`src/rtl/bnn_seq_sched_if.sv`:
```
// Sample-in / class-out handshake bundle for the BNN sample scheduler.
// The scheduler uses the slave side; the sample source and result consumer use the master side.
interface bnn_seq_sched_if #(
    parameter int N  = 11,
    parameter int B  = 4,
    parameter int KW = 3
);
    logic           in_valid;
    logic           in_ready;
    logic [N*B-1:0] in_data;
    logic           out_valid;
    logic           out_ready;
    logic [KW-1:0]  out_klass;

    modport master (
        output in_valid, in_data, out_ready,
        input  in_ready, out_valid, out_klass
    );

    modport slave (
        input  in_valid, in_data, out_ready,
        output in_ready, out_valid, out_klass
    );
endinterface

```
`src/rtl/bnn_seq_sched.sv`:
```
// Scheduler for one sequential BNN core: latch a sample, restart the core, wait its fixed
// latency, capture the class and hand it out on a valid/ready port.
module bnn_seq_sched #(
    parameter int N   = 11,
    parameter int B   = 4,
    parameter int C   = 6,
    parameter int LAT = 48,
    parameter int CW  = 16,
    localparam int KW = (C > 1) ? $clog2(C) : 1
) (
    input  logic              clk,
    input  logic              rst,
    bnn_seq_sched_if.slave    bus,
    output logic              core_rst,
    output logic [N*B-1:0]    core_data,
    input  logic [KW-1:0]     core_klass,
    output logic              busy,
    output logic [CW-1:0]     done_cnt
);
    localparam int CNTW = (LAT > 1) ? $clog2(LAT) : 1;

    typedef enum logic [1:0] {IDLE, START, RUN, DONE} state_t;

    state_t          state_q, state_d;
    logic [CNTW-1:0] cnt_q, cnt_d;
    logic [N*B-1:0]  core_data_q, core_data_d;
    logic [KW-1:0]   out_klass_q, out_klass_d;
    logic            out_valid_q, out_valid_d;
    logic [CW-1:0]   done_cnt_q, done_cnt_d;
    logic            core_rst_q, core_rst_d;
    logic            busy_q, busy_d;

    always_comb begin
        state_d     = state_q;
        cnt_d       = cnt_q;
        core_data_d = core_data_q;
        out_klass_d = out_klass_q;
        out_valid_d = out_valid_q;
        done_cnt_d  = done_cnt_q;
        case (state_q)
            IDLE: begin
                if (bus.in_valid) begin
                    core_data_d = bus.in_data;
                    state_d     = START;
                end
            end
            START: begin
                cnt_d   = CNTW'(LAT - 1);
                state_d = RUN;
            end
            RUN: begin
                // klass is only trusted on the cycle the core has run exactly LAT cycles
                if (cnt_q == '0) begin
                    out_klass_d = core_klass;
                    out_valid_d = 1'b1;
                    state_d     = DONE;
                end else begin
                    cnt_d = cnt_q - CNTW'(1);
                end
            end
            DONE: begin
                if (bus.out_ready) begin
                    out_valid_d = 1'b0;
                    done_cnt_d  = done_cnt_q + CW'(1);
                    if (bus.in_valid) begin
                        core_data_d = bus.in_data;
                        state_d     = START;
                    end else begin
                        state_d = IDLE;
                    end
                end
            end
            default: state_d = IDLE;
        endcase
        core_rst_d = (state_d == IDLE) || (state_d == START);
        busy_d     = (state_d != IDLE);
    end

    always_ff @(posedge clk or negedge rst) begin
        if (!rst) begin
            state_q     <= IDLE;
            cnt_q       <= '0;
            core_data_q <= '0;
            out_klass_q <= '0;
            out_valid_q <= 1'b0;
            done_cnt_q  <= '0;
            core_rst_q  <= 1'b1;
            busy_q      <= 1'b0;
        end else begin
            state_q     <= state_d;
            cnt_q       <= cnt_d;
            core_data_q <= core_data_d;
            out_klass_q <= out_klass_d;
            out_valid_q <= out_valid_d;
            done_cnt_q  <= done_cnt_d;
            core_rst_q  <= core_rst_d;
            busy_q      <= busy_d;
        end
    end

    // A new sample can enter while the finished result is being taken in the same cycle
    assign bus.in_ready  = (state_q == IDLE) || ((state_q == DONE) && bus.out_ready);
    assign bus.out_valid = out_valid_q;
    assign bus.out_klass = out_klass_q;
    assign core_rst      = core_rst_q;
    assign core_data     = core_data_q;
    assign busy          = busy_q;
    assign done_cnt      = done_cnt_q;
endmodule

```
`src/flat_wrapper.sv`:
```
// flat-port wrapper written by rule: the top's interface ports become plain ports
module bnn_seq_sched_flat 
#(
    parameter int N   = 11,
    parameter int B   = 4,
    parameter int C   = 6,
    parameter int LAT = 48,
    parameter int CW  = 16,
    localparam int KW = (C > 1) ? $clog2(C) : 1
)
  (clk, rst, core_rst, core_data, core_klass, busy, done_cnt, bus_in_valid, bus_in_data, bus_out_ready, bus_in_ready, bus_out_valid, bus_out_klass);
  bnn_seq_sched_if #(.N(N), .B(B), .KW((3))) bus_i ();
  input  logic clk;
  input  logic rst;
  output logic core_rst;
  output logic [N*B-1:0] core_data;
  input  logic [KW-1:0] core_klass;
  output logic busy;
  output logic [CW-1:0] done_cnt;
  input wire logic [$bits(bus_i.in_valid)-1:0] bus_in_valid;
  input wire logic [$bits(bus_i.in_data)-1:0] bus_in_data;
  input wire logic [$bits(bus_i.out_ready)-1:0] bus_out_ready;
  output wire logic [$bits(bus_i.in_ready)-1:0] bus_in_ready;
  output wire logic [$bits(bus_i.out_valid)-1:0] bus_out_valid;
  output wire logic [$bits(bus_i.out_klass)-1:0] bus_out_klass;
  assign bus_i.in_valid = bus_in_valid;
  assign bus_i.in_data = bus_in_data;
  assign bus_i.out_ready = bus_out_ready;
  assign bus_in_ready = bus_i.in_ready;
  assign bus_out_valid = bus_i.out_valid;
  assign bus_out_klass = bus_i.out_klass;
  bnn_seq_sched #(.N(N), .B(B), .C(C), .LAT(LAT), .CW(CW)) u_core (.clk(clk), .rst(rst), .bus(bus_i), .core_rst(core_rst), .core_data(core_data), .core_klass(core_klass), .busy(busy), .done_cnt(done_cnt));
endmodule
```
`config.mk`:
```
export PLATFORM = sky130hd
export DESIGN_NAME = bnn_seq_sched_flat
export DESIGN_NICKNAME = d
export VERILOG_FILES = /design/src/rtl/bnn_seq_sched_if.sv /design/src/rtl/bnn_seq_sched.sv /design/src/flat_wrapper.sv
export SDC_FILE = /design/constraint.sdc
export NUM_CORES = 1
export LEC_CHECK = 0
export ABC_AREA = 1
export BUFFER_PORTS_ARGS = -buffer_cell sky130_fd_sc_hd__buf_2
export CORE_ASPECT_RATIO = 1.25
export CORE_MARGIN = 2
export CORE_UTILIZATION = 35
export DETAILED_ROUTE_END_ITERATION = 12
export PLACE_DENSITY_LB_ADDON = 0.15
export SLEW_MARGIN = 20
export SYNTH_ARGS = -nofsm -noshare
export SYNTH_HDL_FRONTEND = slang
export SYNTH_SLANG_ARGS = --single-unit
```
`constraint.sdc`:
```
create_clock -name clk -period 3 [get_ports clk]
set_input_delay 0.3 -clock clk [delete_from_list [all_inputs] [get_ports clk]]
set_output_delay 0.3 -clock clk [all_outputs]
set_load 0.01 [all_outputs]
```
## Yosys cells after proc, flatten, opt, wreduce, memory -nomap -nowiden

Cells that the tools add are included.
Widths: inputs -> output; s select.

| word-level totals | value |
|---|---|
| register bits | 74 |
| output and inout port bits | 67 |
| word-level logic and storage cells | 45 |
| input bits | 51 |

| operators by class | value |
|---|---|
| reductions and logical operators | 15 |
| muxes and demuxes | 13 |
| equal/unequal tests | 7 |
| $add $sub $neg | 2 |

Operator list:

| cell | number |
|---|---|
| $mux 44 | 2 |
| $pmux 44 s2 | 1 |
| $add 16x1->16 const B | 1 |
| $pmux 6 s2 | 1 |
| $pmux 2 s4 | 1 |
| $reduce_and 2->1 | 4 |
| $reduce_bool 2->1 | 4 |
| $logic_not 6->1 | 1 |
| $mux 2 | 3 |
| $mux 6 | 1 |
| $sub 6x1->6 const B | 1 |
| $eq 2x1->1 const B | 2 |
| $eq 2x2->1 const B | 2 |
| $logic_not 2->1 | 2 |
| $ne 2x2->1 const B | 2 |
| $mux 1 | 3 |
| $reduce_and 3->1 | 1 |
| $logic_or 1x1->1 | 2 |
| $ne 2x1->1 const B | 1 |
| $pmux 1 s2 | 1 |
| $logic_and 1x1->1 | 1 |

## Longest topological paths before layout

Gate-level depths: netlist of run 1.

| logic depth | value |
|---|---|
| word-level depth | 5 |
| mapped depth | 9 |
| gate-level depth less buffers | 9 |

## Least setup slack after synthesis of run 1

OpenSTA, ideal clock, no wires.

| timing path | value |
|---|---|
| kind | flip-flop to flip-flop |
| start point | register u_core.cnt_q[0] |
| end point | register u_core.cnt_q[3] |
| required time | 2883 ps |
| library setup time | 117 ps |
| period minus slack after synthesis | 1507 ps |
| path buffers | 0 |
| cell stages (with the launch flop) | 10 |
| data arrival time | 1390 ps |
| slack | 1493 ps |
| path through | dfrtp_1 > inv_1 > ha_1 > inv_1 > nor3_1 > nand3_1 > nand2_1 > nand2_1 > nand2_1 > nand2_1 |

| on the way | value |
|---|---|
| word-level cells in the longest chain between the ends | 3 |
| elaborated cells on any way between the ends | 6 |
| classes of those cells | add/sub: 1; eq/ne: 1; mux: 2; reduce/logical: 2 |

RTL lines:

| what | RTL line | source |
|---|---|---|
| start: declaration | bnn_seq_sched.sv:25 | `logic [CNTW-1:0] cnt_q, cnt_d;` |
| start signal: assignment | bnn_seq_sched.sv:91 | `cnt_q <= cnt_d;` |
| $sub 6x1->6 / $logic_not 6->1 (equally long branches) | bnn_seq_sched.sv:58, bnn_seq_sched.sv:53 |  |
| $mux 6 / $ne 2x2->1 (equally long branches) | - |  |
| $pmux 6 s2 / $reduce_and 2->1 (equally long branches) | - |  |

Parallel ways exist; a longest one is shown, timed or not. The select of a mux whose other input is x is not followed.
A chain may end at the register's enable or synchronous reset.

## Final worst setup path of run 1

Same ends and word-level chain as after synthesis.

==> results of run 1 <==
## per-layer routing
layer | track usage | part of all wire | vias to the layer above
met5 | 0 | 0 | -
met4 | 0.0567 | 0.011 | 0
met3 | 0.0588 | 0.075 | 6
met2 | 0.255 | 0.47 | 85
met1 | 0.202 | 0.44 | 1292
li1 | - | - | 1416
## critical path, stage by stage (launching register included)
cell,delay (ns)
dfrtp_1,0.40
inv_1,0.09
ha_1,0.14
inv_1,0.05
nor3_1,0.28
nand3_1,0.11
nand2_1,0.21
nand2_1,0.17
nand2_1,0.10
nand2_1,0.05
## sequential cells by signal (all words and copies together) (netlist names)
name / flops
u_core.bus.out_klass: 3
u_core.bus.out_valid: 1
u_core.busy: 1
u_core.cnt_q: 6
u_core.core_data: 44
u_core.core_rst: 1
u_core.done_cnt: 16
u_core.state_q: 2
## kinds of logic after synthesis
group,Yosys count
DFF,74
xor gates and xnor gates,10
AOI/OAI and AO/OA,10
buffers and inverters,39
and+or+nand+nor,240
adders and majority gates,2
## final cells by class
class	count	area, sq um
Fill cell	890	4700
Clock buffer	14	173
Tap cell	120	150
Clock inverter	2	10.0
Sequential cell	74	1850
Multi-Input combinational cell	262	1190
Timing Repair Buffer	120	631
Inverter	25	93.8
## power groups by stage
stage | registers [mW] | logic [mW] | clock network, mW
finish | 1.05 | 0.194 | 0.719
global route | 1.05 | 0.224 | 0.790
CTS | 1.05 | 0.200 | 0.746
detailed placement | 1.07 | 0.200 | 0
global placement | 1.07 | 0.193 | 0
floorplan | 1.09 | 0.0743 | 0
## stage by stage
| step | power, mW | std cells |
|---|---|---|
| detailed placement | 1.27 | 601 |
| global route | 2.07 | 617 |
| CTS | 2.00 | 617 |
| global placement | 1.26 | 600 |
| finish | 1.96 | 617 |
| floorplan | 1.16 | 375 |
## worst max-delay path by stage
stage	start	to
6_report	u_core.cnt_q[0]$_DFFE_PN0P_	u_core.cnt_q[3]$_DFFE_PN0P_
5_1_grt	u_core.cnt_q[0]$_DFFE_PN0P_	u_core.cnt_q[2]$_DFFE_PN0P_
4_1_cts	u_core.cnt_q[0]$_DFFE_PN0P_	u_core.cnt_q[3]$_DFFE_PN0P_
3_5_place_dp	u_core.cnt_q[0]$_DFFE_PN0P_	u_core.cnt_q[3]$_DFFE_PN0P_
3_3_place_gp	u_core.state_q[0]$_DFF_PN0_	u_core.core_data[8]$_DFFE_PN0P_
2_1_floorplan	u_core.cnt_q[0]$_DFFE_PN0P_	u_core.cnt_q[3]$_DFFE_PN0P_
## cell usage after synthesis
master / number / area, sq um
dfrtp_1: 73 / 1830
nand4_1: 4 / 25.0
ha_1: 2 / 25.0
nand2_1: 152 / 571
inv_1: 25 / 93.8
o211ai_1: 1 / 7.51
o21ai_1: 1 / 5.00
nor3_1: 5 / 25.0
buf_2: 2 / 10.0
xor2_1: 8 / 70.1
nand3_1: 58 / 290
xnor2_1: 2 / 17.5
dfstp_2: 1 / 26.3
nor2_1: 14 / 52.6
nand3_2: 1 / 10.0
nand3b_1: 2 / 15.0
or2_2: 1 / 6.26
buf_4: 3 / 22.5
nor2_2: 3 / 18.8
o21ai_0: 8 / 40.0
clkbuf_1: 9 / 33.8
==> metrics.yaml, run 1 <==
clock_network:
  cts_root_buf: "clkbuf_8"
  clk_path_buf_depth: 2
  hold_buffers: 0
  ctsResizeCount: 0
  cts.sinks: 74
  clkSlewWorstSetupHoldPaths_ns: 0.08
  cts_tree: "done"
  h-tree-depth: 3
  clock_latency_ns: 0.34
  postCtsSetupRepairBufs: 0
  numCtsBuffers: 9
place:
  hpwl_microns: 5280
  pre_cts_ws_ns: 1.27
  io_buffers: 117
  gp_congestion: 0.813
  postPlaceCellArea_sq_mm: 0.00392
finish:
  layout_common_cells: "nand2_1 (152), buf_2 (116), dfrtp_1 (73)"
  nets: 545
  drive_above_1_share: 0.284
  fin_area_sq_mm: 0.00410
  num_antenna_cells: 0
  mostFrequentLayoutCell: "nand2_1"
  syn2layout_area_growth_pct: 28.5
  fin_util: 0.466
critical_path:
  crit_arrival_ns: 1.96
  critPathKind: "reg -> reg"
  regToRegStartpoint: "u_core.cnt_q[0]$_DFFE_PN0P_"
  cp.required_ns: 3.24
  worstRegToRegCells: 9
  cp-start-kind: "register"
  timing.reg2reg.setup_slack_ns: 1.28
  rr_endpoint: "u_core.cnt_q[3]$_DFFE_PN0P_"
  crit_fanout: 8
  cp-end-kind: "register"
power_and_ir_drop:
  ir_worst_vdd_v: 0.000218
  p_per_area_mw_per_mm2: 479
  pwr-share-comb: 0.099
  p_leak_nw: 2.36
  clkPwrFrac: 0.366
  seqPwrFrac: 0.535
  intPower_mw: 1.48
  p_sw_mw: 0.487
  switching_share: 0.248
timing:
  finalSetupTns_ns: 0
  post-route-min-period_ns: 1.72
  slew_violations: 0
  rsz0062_at_grt: "false"
  postLayoutSetupSlackWorst_ns: 1.28
  finalSetupViolations: 0
  worstMarginPinSlew_ns: 0.937
  relSlewSlack: 0.375
  report.final.hold_viol_count: 0
  finClkSkew_ns: 0.00957
  max_freq_ghz: 0.582
  hold_slack_ns: 0.105
  period_share: 0.573
global_routing:
  grt_usage: 0.162
  first_global_vias: 2806
  antenna_found_initial: 0
  grt_max_degree: 75
  grt-ovfl-total: 0
  grt_pass1_wl_microns: 12700
floorplanning:
  die_h_microns: 111
  dieArea_sq_mm: 0.00990
  rows: 38
  fp.coreArea_sq_mm: 0.00880
  dieWidth_microns: 89.4
  start_util: 0.363
  io_pins: 118
detailed_routing:
  routed_via_density: 4.54
  drtPass1Iterations: 4
  routedWlPerCell_microns: 12.2
  vias: 2799
  ant_nets: 0
  drt_wl_total_microns: 7500
  drc_errors: 0
  drt_iter0_drc: 133
synth:
  synth_xor_area_frac: 0.0274
  avgSynthCellArea_sq_um: 8.51
  yosysWarnings: 0
  synthSimpleGateAreaFrac: 0.318
  yosys-mux-area-fraction: 0
  synth_top_family_by_area: "simple AND/OR/NAND/NOR gates"
  synthCells: 375
  synthAdderAreaFrac: 0.00784
  synth_compound_gate_area_share: 0.0165
  synth.net_count: 428
  synth_area_sq_mm: 0.00319
  ys_ff_latch: 74
  ys_types: 21
  ys_seq_area_frac: 0.581
run_status:
  outcome: "completed"
run:
  maxCapViolations: 0
hold_path:
  hold_class: "in -> async"
Power figures use the tool's default switching activity.
==> run 2: changes to the inputs <==
==> constraint.sdc (replaced) <==
create_clock -name clk -period 1.55 [get_ports clk]
set_input_delay 0.155 -clock clk [delete_from_list [all_inputs] [get_ports clk]]
set_output_delay 0.155 -clock clk [all_outputs]
set_load 0.01 [all_outputs]
==> run 2 against run 1 <==
Effect of this change:
- die area stayed put
- global-route usage grew 0.83 points
- first-iteration DRC count rose by 1.5%
- core utilization is 2.1 points higher
- sequential share of layout area shrank 1.9 points
- sequential cell count is the same
- clock power increased by 96%
- total power increased by 96%
- critical path depth up 1
- setup slack got worse by 1.2 ns
- via count rose by 4.7%
- critical endpoint is now u_core.cnt_q[4]$_DFFE_PN0P_
- highest routed layer unchanged
==> metrics.yaml, run 2 (synthesis results as in run 1) <==
run_status:
  outcome: "completed"
clock_network:
  h-tree-depth: 3
  clock_latency_ns: 0.36
  clk_path_buf_depth: 2
  cts.sinks: 74
  clkSlewWorstSetupHoldPaths_ns: 0.07
  numCtsBuffers: 9
  cts_root_buf: "clkbuf_8"
  cts_tree: "done"
floorplanning:
  io_pins: 118
  rows: 38
  start_util: 0.363
  dieWidth_microns: 89.4
  fp.coreArea_sq_mm: 0.00880
  die_h_microns: 111
  dieArea_sq_mm: 0.00990
finish:
  largest_reg_flops: 44
  drive_above_1_share: 0.325
  mostFrequentLayoutCell: "nand2_1"
  layout_common_cells: "nand2_1 (149), buf_2 (116), dfrtp_1 (71)"
  nets: 559
  num_antenna_cells: 0
  instances_no_fill: 631
  syn2layout_area_growth_pct: 34.2
  fillers: 876
detailed_routing:
  drc_errors: 0
  routedWlPerCell_microns: 12.5
  drt_iter0_drc: 135
  ant_nets: 0
  drtPass1Iterations: 4
  drt_wl_total_microns: 7880
  vias: 2930
  routed_via_density: 4.64
critical_path:
  critPathMaxStageDelay_ns: 0.40
  crit_arrival_ns: 1.77
  cp-end-kind: "register"
  cp-start-kind: "register"
  cp.required_ns: 1.84
  worstRegToRegCells: 10
  critPathKind: "reg -> reg"
  cp.depth: 10
  crit_fanout: 7
  crit_family: "flip-flops"
  worstPathCellList: "inv_2, ha_4, inv_2, nor3_2, buf_4, nand3_2, nand2_2, buf_6, nand3_2, o21ai_1"
  crit_buf_inv: 4
  cpMaxStageDelayCell: "dfrtp_1"
global_routing:
  antenna_found_initial: 0
  grt_pass1_wl_microns: 13300
  grt_usage: 0.170
  first_global_vias: 2891
  grt_max_degree: 75
  grt-ovfl-total: 0
timing:
  relSlewSlack: 0.676
  postLayoutSetupSlackWorst_ns: 0.0699
  finalSetupViolations: 0
  worstMarginPinSlew_ns: 0.482
  report.final.hold_viol_count: 0
  finClkSkew_ns: 0.00295
  slew_violations: 0
  period_share: 0.955
  post-route-min-period_ns: 1.48
  rsz0062_at_grt: "true"
  max_freq_ghz: 0.676
place:
  hpwl_microns: 5320
  pre_cts_ws_ns: 0.0260
  io_buffers: 117
  gp_congestion: 0.767
  placed_cells: 611
power_and_ir_drop:
  ir_worst_vdd_v: 0.000506
  p_leak_nw: 2.45
  p_per_area_mw_per_mm2: 897
hold_path:
  hold_class: "in -> reg"
  hold_depth: 3
run:
  maxCapViolations: 0
## run 2: cell types whose count changed in the layout (fill, tap and decap cells not counted), sizes merged
cell and change:
buf +13, dlygate4sd3 +1
## run 2: report_power, final
group | internal, mW | total [mW] | switching, mW
clock | 0.709 | 1.41 | 0.700
sequential | 2.00 | 2.03 | 0.0346
combinational | 0.167 | 0.399 | 0.232
## run 2: area by class of cell
type | count | area (sq um) | area share
flip-flops and latches | 74 | 1860 | 0.433
multi-input cells | 262 | 1230 | 0.287
repair buffers | 134 | 772 | 0.180
clock buffers | 14 | 173 | 0.0403
well taps | 120 | 150 | 0.0350
inverters | 25 | 93.8 | 0.0219
clock inverters | 2 | 10.0 | 0.00234
## run 2: routing by layer
layer,vias up,share of wire,track usage
li1,1449,-,-
met1,1373,0.45,0.229
met2,95,0.46,0.252
met3,13,0.071,0.0424
met4,0,0.023,0.0836
met5,-,0,0
## run 2: stage by stage
| step | hold WS [ns] | total power, mW | TNS, ns | area (sq um) | utilization |
|---|---|---|---|---|---|
| 2_1_floorplan | -0.141 | 2.24 | 0 | 3190 | - |
| 3_3_place_gp | 0.208 | 2.47 | 0 | 4020 | 0.457 |
| 3_5_place_dp | 0.205 | 2.48 | 0 | 4020 | 0.457 |
| 4_1_cts | 0.00712 | 3.91 | 0 | 4230 | 0.481 |
| 5_1_grt | 0.0353 | 4.04 | -0.185 | 4280 | 0.487 |
| 6_report | 0.0234 | 3.84 | 0 | 4280 | 0.487 |
## run 2: worst register-to-register path, stage by stage (launching register included)
cell and delay [ns]:
dfrtp_1 0.40, inv_2 0.08, ha_4 0.12, inv_2 0.04
nor3_2 0.18, buf_4 0.15, nand3_2 0.06, nand2_2 0.09
buf_6 0.13, nand3_2 0.07, o21ai_1 0.08
## run 2: worst paths after layout
kind,to,slack [ns],startpoint
hold / removal,u_core.core_data[13]$_DFFE_PN0P_,0.02,bus_in_data[13]
setup / recovery,u_core.cnt_q[4]$_DFFE_PN0P_,0.07,u_core.cnt_q[0]$_DFFE_PN0P_
min in group asynchronous,u_core.bus.out_klass[1]$_DFFE_PN0P_,0.33,rst
setup reg to reg,u_core.cnt_q[4]$_DFFE_PN0P_,0.07,u_core.cnt_q[0]$_DFFE_PN0P_
hold reg to reg,u_core.core_data[3]$_DFFE_PN0P_,0.47,u_core.core_data[3]$_DFFE_PN0P_
max in group asynchronous,u_core.done_cnt[13]$_DFFE_PN0P_,0.86,rst
## run 2: repair_timing
action | in CTS | in global routing
resized for setup | 2 | 14
setup endpoints to repair | 1 | 11
cloned | 0 | 0
hold buffers | 1 | 0
endpoints found under the hold margin | 73 | 0
pin swaps | 0 | 3
buffers inserted | 2 | 1
==> run 3: changes to the inputs <==
--- a/config.mk
+++ b/config.mk
@@ -12,6 +12,7 @@
 export CORE_UTILIZATION = 35
 export DETAILED_ROUTE_END_ITERATION = 12
 export PLACE_DENSITY_LB_ADDON = 0.15
+export SETUP_SLACK_MARGIN = 0.2
 export SLEW_MARGIN = 20
 export SYNTH_ARGS = -nofsm -noshare
 export SYNTH_HDL_FRONTEND = slang
==> run 3 against run 2 <==
Effect of this change:
- die area unchanged
- cell area increased by 15%
- hold slack improved by 0.013 ns
- critical path type unchanged
- clock power increased by 14%
- largest cell class unchanged
- setup slack improved by 0.078 ns
- sequential power about the same
==> metrics.yaml, run 3 (synthesis results as in run 1) <==
global_routing:
  grt_usage: 0.170
  grt_max_degree: 75
  first_global_vias: 2954
  grt-ovfl-total: 0
  antenna_found_initial: 1
  grt_pass1_wl_microns: 13300
place:
  postPlaceCellArea_sq_mm: 0.00403
  io_buffers: 117
  gp_congestion: 0.825
  placed_cells: 610
  pre_cts_ws_ns: 0.0545
  hpwl_microns: 5360
clock_network:
  clock_latency_ns: 0.35
  numCtsBuffers: 9
  h-tree-depth: 3
  clkSlewWorstSetupHoldPaths_ns: 0.08
  clk_path_buf_depth: 2
  cts_root_buf: "clkbuf_8"
  cts.sinks: 74
  cts_tree: "done"
finish:
  num_antenna_cells: 0
  layout_common_cells: "buf_2 (116), nand2_1 (84), dfrtp_1 (69)"
  nets: 581
  mostFrequentLayoutCell: "buf_2"
  fin_area_sq_mm: 0.00492
  syn2layout_area_growth_pct: 54.1
  drive_above_1_share: 0.493
  largest_reg_flops: 44
  instances_no_fill: 653
power_and_ir_drop:
  p_leak_nw: 2.73
  ir_worst_vdd_v: 0.000534
  p_per_area_mw_per_mm2: 851
timing:
  period_share: 0.904
  finClkSkew_ns: 0.00854
  finalSetupTns_ns: 0
  worstMarginPinSlew_ns: 0.402
  slew_violations: 0
  max_freq_ghz: 0.713
  relSlewSlack: 0.732
  finalSetupViolations: 0
  rsz0062_at_grt: "true"
  postLayoutSetupSlackWorst_ns: 0.148
  post-route-min-period_ns: 1.40
  report.final.hold_viol_count: 0
  hold_slack_ns: 0.0360
critical_path:
  cp.required_ns: 1.79
  worstRegToRegCells: 6
  crit_fanout: 8
  cp-end-kind: "register"
  critPathKind: "reg -> reg"
  crit_arrival_ns: 1.64
  cp-start-kind: "register"
detailed_routing:
  vias: 3036
  routedWlPerCell_microns: 13.9
  drtPass1Iterations: 4
  drt_wl_total_microns: 9070
  drc_errors: 0
  drt_iter0_drc: 73
  ant_nets: 0
  routed_via_density: 4.65
floorplanning:
  fp.coreArea_sq_mm: 0.00880
  io_pins: 118
  dieWidth_microns: 89.4
  die_h_microns: 111
  rows: 38
  dieArea_sq_mm: 0.00990
  start_util: 0.363
run_status:
  outcome: "completed"
hold_path:
  hold_class: "in -> reg"
  hold_depth: 3
run:
  maxCapViolations: 0
-- run 3: changes by cell type in the layout (fill, tap and decap cells not counted), moves of 3 or more --
cell and change:
nor2_4 +3, nand2_4 +19, buf_4 +11, buf_8 +3
buf_6 +4, clkbuf_16 +4, nor2_1 -3, nand2_1 -65
nand2_2 +45, o21ai_0 -4
-- run 3: power breakdown --
part / leakage, nW / internal (mW) / switching [mW]
combinational: 1.69 / 0.240 / 0.281
sequential: 0.935 / 2.00 / 0.0542
clock: 0.110 / 0.923 / 0.690
total: 2.73 / 3.16 / 1.02
-- run 3: area by class of cell --
type | instances | area (sq um)
fill | 840 | 3880
sequential | 74 | 1860
multi-input combinational | 262 | 1550
timing repair buffer | 156 | 1040
clock buffer | 15 | 186
tap | 120 | 150
inverter | 25 | 96.3
clock inverter | 1 | 30.0
-- run 3: timing repair --
item	CTS	global route
hold buffers	1	0
gates cloned	0	7
setup buffers	10	9
pin swaps	7	14
resized for setup	22	104
setup endpoints to repair	18	65
hold endpoints to repair	73	0
-- run 3: stage by stage --
stage	power, mW	util
3_5_place_dp	2.48	0.458
2_1_floorplan	2.24	-
6_report	4.19	0.559
5_1_grt	4.37	0.559
3_3_place_gp	2.47	0.458
4_1_cts	4.10	0.500
-- run 3: path summary, 6_finish.rpt --
path / startpoint / end / slack [ns]
worst max register to register: u_core.state_q[0]$_DFF_PN0_ / u_core.core_data[43]$_DFFE_PN0P_ / 0.15
min in group asynchronous: rst / u_core.bus.out_klass[0]$_DFFE_PN0P_ / 0.36
worst min register to register: u_core.core_data[24]$_DFFE_PN0P_ / u_core.core_data[24]$_DFFE_PN0P_ / 0.48
worst min-delay path: bus_in_data[40] / u_core.core_data[40]$_DFFE_PN0P_ / 0.04
worst max-delay path: u_core.state_q[0]$_DFF_PN0_ / u_core.core_data[43]$_DFFE_PN0P_ / 0.15
max in group asynchronous: rst / u_core.done_cnt[7]$_DFFE_PN0P_ / 0.84
-- run 3: worst max-delay path: stages, from the launching register on --
cell and delay [ns]:
dfrtp_2 0.45, buf_6 0.13, o21ai_4 0.25, nand2_8 0.15, clkbuf_16 0.21, nand2_2 0.05
nand2_1 0.04
-- run 3: per-layer routing --
| layer | up-vias | wire (microns) | GRT usage |
|---|---|---|---|
| li1 | 1497 | - | - |
| met1 | 1446 | 3840 | 0.219 |
| met2 | 84 | 4560 | 0.264 |
| met3 | 9 | 537 | 0.0469 |
| met4 | 0 | 143 | 0.0716 |
| met5 | - | 0 | 0 |
